[src/rtl/uart_tx_arbiter.sv]
// rtl/uart_tx_arbiter.sv - round-robin arbiter sharing one Uart8 transmitter among NUM_REQ byte producers
module uart_tx_arbiter #(
    parameter int NUM_REQ       = 4,
    parameter int START_TIMEOUT = 4096
) (
    input  logic                   clk,
    input  logic                   reset,
    input  logic                   en,
    input  logic [NUM_REQ-1:0]     req,
    input  logic [8*NUM_REQ-1:0]   data,
    output logic [NUM_REQ-1:0]     ack,
    output logic [NUM_REQ-1:0]     err,
    output logic [NUM_REQ-1:0]     grant,
    output logic                   busy,
    output logic                   txEn,
    output logic                   txStart,
    output logic [7:0]             txIn,
    input  logic                   txBusy,
    input  logic                   txDone
);

    localparam int PTR_W = (NUM_REQ > 1) ? $clog2(NUM_REQ) : 1;
    localparam int TMR_W = (START_TIMEOUT > 2) ? $clog2(START_TIMEOUT) : 1;

    typedef enum logic [1:0] {
        S_IDLE,
        S_START,
        S_SEND
    } state_t;

    state_t             state_q, state_d;
    logic [PTR_W-1:0]   ptr_q, ptr_d;
    logic [TMR_W-1:0]   timer_q, timer_d;
    logic [NUM_REQ-1:0] grant_q, grant_d;
    logic [NUM_REQ-1:0] ack_q, ack_d;
    logic [NUM_REQ-1:0] err_q, err_d;
    logic               tx_start_q, tx_start_d;
    logic [7:0]         tx_in_q, tx_in_d;

    logic               found;
    logic [PTR_W-1:0]   win_idx;
    logic [NUM_REQ-1:0] win_oh;
    logic [7:0]         win_byte;
    int                 idx;

    always_comb begin
        found    = 1'b0;
        win_idx  = '0;
        win_oh   = '0;
        win_byte = 8'h00;
        idx      = 0;
        // Scan starts just past the last winner so a held request cannot win twice in a row.
        for (int off = 1; off <= NUM_REQ; off++) begin
            idx = int'(ptr_q) + off;
            if (idx >= NUM_REQ) begin
                idx = idx - NUM_REQ;
            end
            if (!found && req[idx]) begin
                found       = 1'b1;
                win_idx     = PTR_W'(idx);
                win_oh[idx] = 1'b1;
                win_byte    = data[8*idx +: 8];
            end
        end
    end

    always_comb begin
        state_d    = state_q;
        ptr_d      = ptr_q;
        timer_d    = timer_q;
        grant_d    = grant_q;
        tx_start_d = tx_start_q;
        tx_in_d    = tx_in_q;
        ack_d      = '0;
        err_d      = '0;
        case (state_q)
            S_IDLE: begin
                grant_d    = '0;
                tx_start_d = 1'b0;
                if (en && found) begin
                    grant_d    = win_oh;
                    tx_in_d    = win_byte;
                    tx_start_d = 1'b1;
                    ptr_d      = win_idx;
                    timer_d    = '0;
                    state_d    = S_START;
                end
            end
            S_START: begin
                // txDone is deliberately not looked at here: it may be left over from the previous byte.
                if (!en || (!txBusy && timer_q == TMR_W'(START_TIMEOUT - 1))) begin
                    tx_start_d = 1'b0;
                    err_d      = grant_q;
                    grant_d    = '0;
                    state_d    = S_IDLE;
                end else if (txBusy) begin
                    tx_start_d = 1'b0;
                    state_d    = S_SEND;
                end else begin
                    timer_d = timer_q + TMR_W'(1);
                end
            end
            S_SEND: begin
                if (!en) begin
                    tx_start_d = 1'b0;
                    err_d      = grant_q;
                    grant_d    = '0;
                    state_d    = S_IDLE;
                end else if (txDone && !txBusy) begin
                    ack_d   = grant_q;
                    grant_d = '0;
                    state_d = S_IDLE;
                end
            end
            default: begin
                tx_start_d = 1'b0;
                grant_d    = '0;
                state_d    = S_IDLE;
            end
        endcase
    end

    always_ff @(posedge clk or posedge reset) begin
        if (reset) begin
            state_q    <= S_IDLE;
            ptr_q      <= PTR_W'(NUM_REQ - 1);
            timer_q    <= '0;
            grant_q    <= '0;
            ack_q      <= '0;
            err_q      <= '0;
            tx_start_q <= 1'b0;
            tx_in_q    <= 8'h00;
        end else begin
            state_q    <= state_d;
            ptr_q      <= ptr_d;
            timer_q    <= timer_d;
            grant_q    <= grant_d;
            ack_q      <= ack_d;
            err_q      <= err_d;
            tx_start_q <= tx_start_d;
            tx_in_q    <= tx_in_d;
        end
    end

    assign ack     = ack_q;
    assign err     = err_q;
    assign grant   = grant_q;
    assign busy    = (state_q != S_IDLE);
    assign txEn    = en;
    assign txStart = tx_start_q;
    assign txIn    = tx_in_q;

endmodule

[config.mk]
export PLATFORM = sky130hd
export DESIGN_NAME = uart_tx_arbiter
export DESIGN_NICKNAME = d
export VERILOG_FILES = /design/src/rtl/uart_tx_arbiter.sv
export SDC_FILE = /design/constraint.sdc
export NUM_CORES = 1
export LEC_CHECK = 0
export BUFFER_PORTS_ARGS = -buffer_cell sky130_fd_sc_hd__buf_2
export CAP_MARGIN = 20
export CORE_MARGIN = 2
export CORE_UTILIZATION = 45
export CTS_CLUSTER_DIAMETER = 80
export DETAILED_ROUTE_END_ITERATION = 7
export HOLD_SLACK_MARGIN = 0.1
export PLACE_DENSITY = 0.68
export SLEW_MARGIN = 15
export SYNTH_ARGS = -nofsm -noshare
export SYNTH_HDL_FRONTEND = slang
export SYNTH_SLANG_ARGS = --single-unit
[constraint.sdc]
create_clock -name clk -period 5.8 [get_ports clk]
set_input_delay 0.29 -clock clk [delete_from_list [all_inputs] [get_ports clk]]
set_output_delay 0.29 -clock clk [all_outputs]
set_load 0.02 [all_outputs]
==> Word-level counts from Yosys, hierarchy flattened <==
Index checks and enable logic that the tools add are counted.
{ "word_totals": {"wordCells": 136, "output_inout_bits": 23, "in_bits": 41, "regBits": 37} }
{ "classes": {"magnitude_cmp": 12, "n_eq_ne": 10, "n_shift": 4, "bitwise_logic": 3, "reduce_logical": 24, "n_addsub": 9, "muxes": 66} }
{ "ops": {"columns": ["operator", "count"], "rows": [
  ["$ge A32 B1 Y1 const B", 4],
  ["$lt A32 B4 Y1 const B", 4],
  ["$mux W32", 4],
  ["$shiftx A32 B32 Y8", 4],
  ["$mux W4", 13],
  ["$mux W12", 3],
  ["$mux W8", 4],
  ["$pmux W12 S2", 1],
  ["$mux W1", 20],
  ["$mux W2", 9],
  ["$add A12 B1 Y12 const B", 1],
  ["$eq A12 B12 Y1 const B", 1],
  ["$or A4 B4 Y4", 3],
  ["$pmux W4 S3", 1],
  ["$sub A3 B3 Y4 const B", 3],
  ["$logic_and A1 B1 Y1", 10],
  ["$ne A2 B2 Y1 const B", 5],
  ["$ge A3 B3 Y1 const B", 3],
  ["$bmux W1 S2", 4],
  ["$demux W1 S2", 4],
  ["$pmux W4 S2", 1],
  ["$add A2 B2 Y3 const B", 2],
  ["$ne A3 B3 Y1 const B", 2],
  ["$pmux W2 S3", 1],
  ["other kinds (14)", 21]
]} }

==> Depth between registers and ports, before layout <==
{ "logic_depth": {"word_depth": 19, "depth_mapped": 11} }

==> Worst setup path before layout <==
OpenSTA, ideal clock, no wires.
{ "synth_timing": {"path_kind": "reg-to-reg", "start": "reg ptr_q[1]", "end": "reg tx_in_q[0] (netlist: txIn[0])", "slack_ns": 2.372, "setup_time_ns": 0.141, "stages_incl_launch_ff": 11, "n_path_buf": 3, "t_arrival_ns": 3.286, "t_required_ns": 5.659, "period_less_slack_ns": 3.428, "cell_sequence": "dfstp_2 -> buf_1 -> clkbuf_1 -> inv_1 -> ha_1 -> mux4_2 -> and4bb_1 -> buf_2 -> a221oi_1 -> a21o_1 -> a31oi_1"} }
{ "synth_between": {"elab_chain_len": 18, "word_cells_on_any_way": 48} }
{ "synth_rtl": {"columns": ["item", "line", "rtl"], "rows": [
  ["from (decl)", "32", "logic [PTR_W-1:0] ptr_q, ptr_d;"],
  ["from (signal assigned)", "126", "ptr_q <= PTR_W'(NUM_REQ - 1);"],
  ["from (signal assigned)", "135", "ptr_q <= ptr_d;"],
  ["$add A2 B1 Y3", "54", "idx = int'(ptr_q) + off;"],
  ["$sub A3 B3 Y4 or $ge A3 B3 Y1 (tied branches)", "56, 55", null],
  ["$mux W32", "55", "if (idx >= NUM_REQ) begin"],
  ["$bmux W1 S2", "58", "if (!found && req[idx]) begin"],
  ["$mux W1 (implied by the code) (2 in series)", "58", null],
  ["$mux W1", "58", null],
  ["$logic_not A1 Y1", "58", null],
  ["$logic_and A1 B1 Y1", "58", null],
  ["$mux W1", "58", null],
  ["$logic_not A1 Y1", "58", null],
  ["$logic_and A1 B1 Y1", "58", null],
  ["$mux W1", "58", null],
  ["$logic_not A1 Y1", "58", null],
  ["$logic_and A1 B1 Y1", "58", null],
  ["$mux W1", "58", null],
  ["$logic_and A1 B1 Y1", "80", "if (en && found) begin"],
  ["$reduce_and A2 Y1 (no source line)", null, null],
  ["to (signal assigned)", "141", "tx_in_q <= tx_in_d;"],
  ["to (decl)", "38", "logic [7:0] tx_in_q, tx_in_d;"]
]} }
Parallel ways exist; a longest one is shown, timed or not. The select of a mux whose other input is x is not followed.
A chain may end at the register's enable or synchronous reset.

==> Worst setup path after layout <==
{ "layout_timing": {"start": "reg ptr_q[1]", "end": "reg grant_q[0] (netlist: grant[0])"} }
{ "layout_between": {"elab_chain_len": 19, "word_cells_on_any_way": 68} }
{ "layout_rtl": {"columns": ["item", "line", "rtl"], "rows": [
  ["branches (longest 17 deep; another with $ge A32 B1 Y1)", null, null],
  ["$mux W4 *", "80", null],
  ["$pmux W4 S3 *", "76", "case (state_q)"],
  ["to (signal assigned)", "137", "grant_q <= grant_d;"],
  ["to (decl)", "34", "logic [NUM_REQ-1:0] grant_q, grant_d;"]
]} }
Every way passes the cells marked *. The select of a mux whose other input is x is not followed.

==> flow_summary.ini <==
[floorplan]
initial_utilization_pct = 46.22
die-width_um = 87.07
coreArea_um2 = 6719
core.rowCount = 30
design.die.area_um2 = 7581
die_y_um = 87.07
ios = 64

[setup_path]
reg2reg_from = ptr_q[1]
worstSetupPathType = reg -> reg
critical_path_arrival_ns = 4.16
r2r.worst_path.cells = 7
crit_fanout = 27
end_kind = register
cp.required_ns = 6.02
rrSetupSlack_ns = 1.86
reg2reg_to = grant[0]
cp-start-kind = register

[drt]
postRouteAntennaNets = 0
dr.pass1.iters = 4
vias = 2703
via_per_inst = 6.088
initialDrtViolationCount = 171
detail_route.wl_per_cell_um = 16.06
routed_wl_mm = 7.131
drc = 0

[synthesis]
ys.flop_type = dfrtp_1
ys_ff_latch = 37
synth_top_cell_by_area = dfrtp_1
synthArstFlopShare_pct = 100.0
syn_area_um2 = 3105
yosysTopAreaCellShare_pct = 28.20
ys_seq_area_share_pct = 29.90
syn_inst = 310
syn_area_per_cell_um2 = 10.02
ys_types = 53
synth_area_leaders = dfrtp_1, mux4_2, mux2_2
ys_warn_count = 0
synth_edf_count = 0
synth_nets = 363

[pwr]
intPower_mw = 0.9820
p_comb_share_pct = 68.2
p_switching_mw = 0.8689
pwr-share-clk_pct = 9.1
finalPower_mw = 1.851
peakVddDrop_v = 0.0002687
pwr_density_cell_nw_per_um2 = 525.5
p_seq_share_pct = 22.7
static-leakage-power_nw = 1.525
p_sw_share_pct = 46.94

[clocking]
cts_hold_repair.buffers = 0
clk_path_buf_depth = 2
cts.sinks = 37
clock_latency_ns = 0.29
cts-root-buf = clkbuf_8
post_cts_buffers = 0
cts_made_buffers = 5
ctsResizeCount = 0
h-tree-depth = 2
tritoncts = yes
clk_pin_slew_worst_paths_ns = 0.07

[sta]
grt_setup_unrepaired = false
tightest_slew_ns = 0.9368
period_share_pct = 67.95
hold_violations = 0
fin_crit_ns = 3.941
fmax_mhz = 253.7
clock-skew-final_ns = 0.005887
slew_headroom_pct = 37.21
finalSetupTns_ns = 0
hold_slack_ns = 0.09652
slew_viol_final = 0
setup_violations = 0

[global_routing]
grt_usage_pct = 19.82
grt_max_degree = 54
grt_pass1_wl_mm = 12.03
grt-ovfl-total = 0
antenna_found_initial = 0
first_global_vias = 2485

[placed_design]
place_congestion = 0.8026
place_hpwl_mm = 5.208
dp_cells = 436
io_buffer_count = 63

[outcome]
status = completed

[cells_and_area]
drive_above_1_share_pct = 34.07
diodes = 0
fill_cells = 601
fin_cells = 444
layout.nets = 416
area_growth_pct = 13.42

[hold_path]
holdCritPathClass = in -> async

[job]
max-cap-violations = 0
## critical path, cell delays in order, from the launching register on
cell and delay, ns:
dfstp_2 0.94, inv_1 0.20, ha_1 0.82, mux4_2 0.54, nor4_4 0.11, nor3_2 0.72, nor2b_1 0.35, a22o_1 0.18
## layout by cell type (no fill, tap or decap), types with 6 or more instances in the layout
master     n
inv_1     13
nor2_1    26
o21ai_0    6
nor2b_1    6
a22oi_1   15
nand2_1   16
a31oi_1   22
mux2_2    28
ha_1      12
buf_2     63
a221oi_1  10
mux4_2    18
dfrtp_1   35
a21oi_1   14
## worst max-delay path by stage
| stage | start | end | depth (start not counted) |
|---|---|---|---|
| floorplan | ptr_q[1] | txIn[0] | 10 |
| global placement | ptr_q[1] | grant[2] | 7 |
| detailed placement | ptr_q[1] | grant[0] | 7 |
| CTS | ptr_q[1] | grant[0] | 7 |
| global route | ptr_q[1] | grant[0] | 7 |
| finish | ptr_q[1] | grant[0] | 7 |
## routing by layer
layer  routed length, µm  part of all wire [%]  global-route usage (%)  up-vias
met3                 338                   4.7                   2.749        5
li1                    -                     -                       -     1318
met2                3287                    46                   29.56       81
met4                  85                   1.2                   5.824        0
met1                3420                    48                   29.86     1299
met5                   0                     0                       0        -
## synth_stat cells (5+ instances only)
cell type	number
dfrtp_1	35
clkbuf_1	8
mux2_2	28
nand2_1	16
nor2_1	26
mux4_2	18
nand2b_1	5
a21oi_1	14
a21o_1	5
nor2b_1	6
o21ai_0	6
ha_1	12
a221oi_1	10
inv_1	13
a41oi_1	5
buf_2	6
a31oi_1	22
a22oi_1	15
and3_1	5
## cell type report
cell class | count | area (µm²) | share of cell area, %
clock buffer | 8 | 80.08 | 2.274
inverter | 13 | 48.80 | 1.385
multi-input combinational | 240 | 2027 | 57.55
sequential | 37 | 928.4 | 26.36
tap | 80 | 100.1 | 2.842
timing repair buffer | 66 | 337.8 | 9.591
## sequential cells by signal, indices dropped and copies added, names as in the netlist
signal and flops:
grant 4, txIn 8, txStart 1, ptr_q 2, state_q 2, timer_q 12
err 4, ack 4
## power by group through the flow
stage	clock network [mW]	registers [mW]	logic, mW
after CTS	0.175	0.424	1.26
after floorplan	0	0.448	0.981
after global placement	0	0.425	1.23
after detailed placement	0	0.428	1.25
final	0.169	0.421	1.26
after global routing	0.185	0.437	1.40
## per-stage QoR
step	util [%]	setup slack [ns]	instance area (µm²)
after floorplan	-	2.372	3105
after global placement	51.23	1.998	3442
after detailed placement	51.23	1.818	3442
after CTS	52.42	1.793	3522
after global routing	52.42	1.447	3522
final	52.42	1.859	3522
## logic make-up (layout without fill, tap and decap cells)
family          after synthesis  after routing  synth area share, %
mux                          47             47                23.53
simple gates                 79             79                13.58
buf+inv                      33             87                4.835
compound gates              101            101                23.05
xor+xnor                      1              1               0.2821
flops                        37             37                29.90
fa+ha+maj                    12             12                4.835
(Power assumes the default switching activity.)
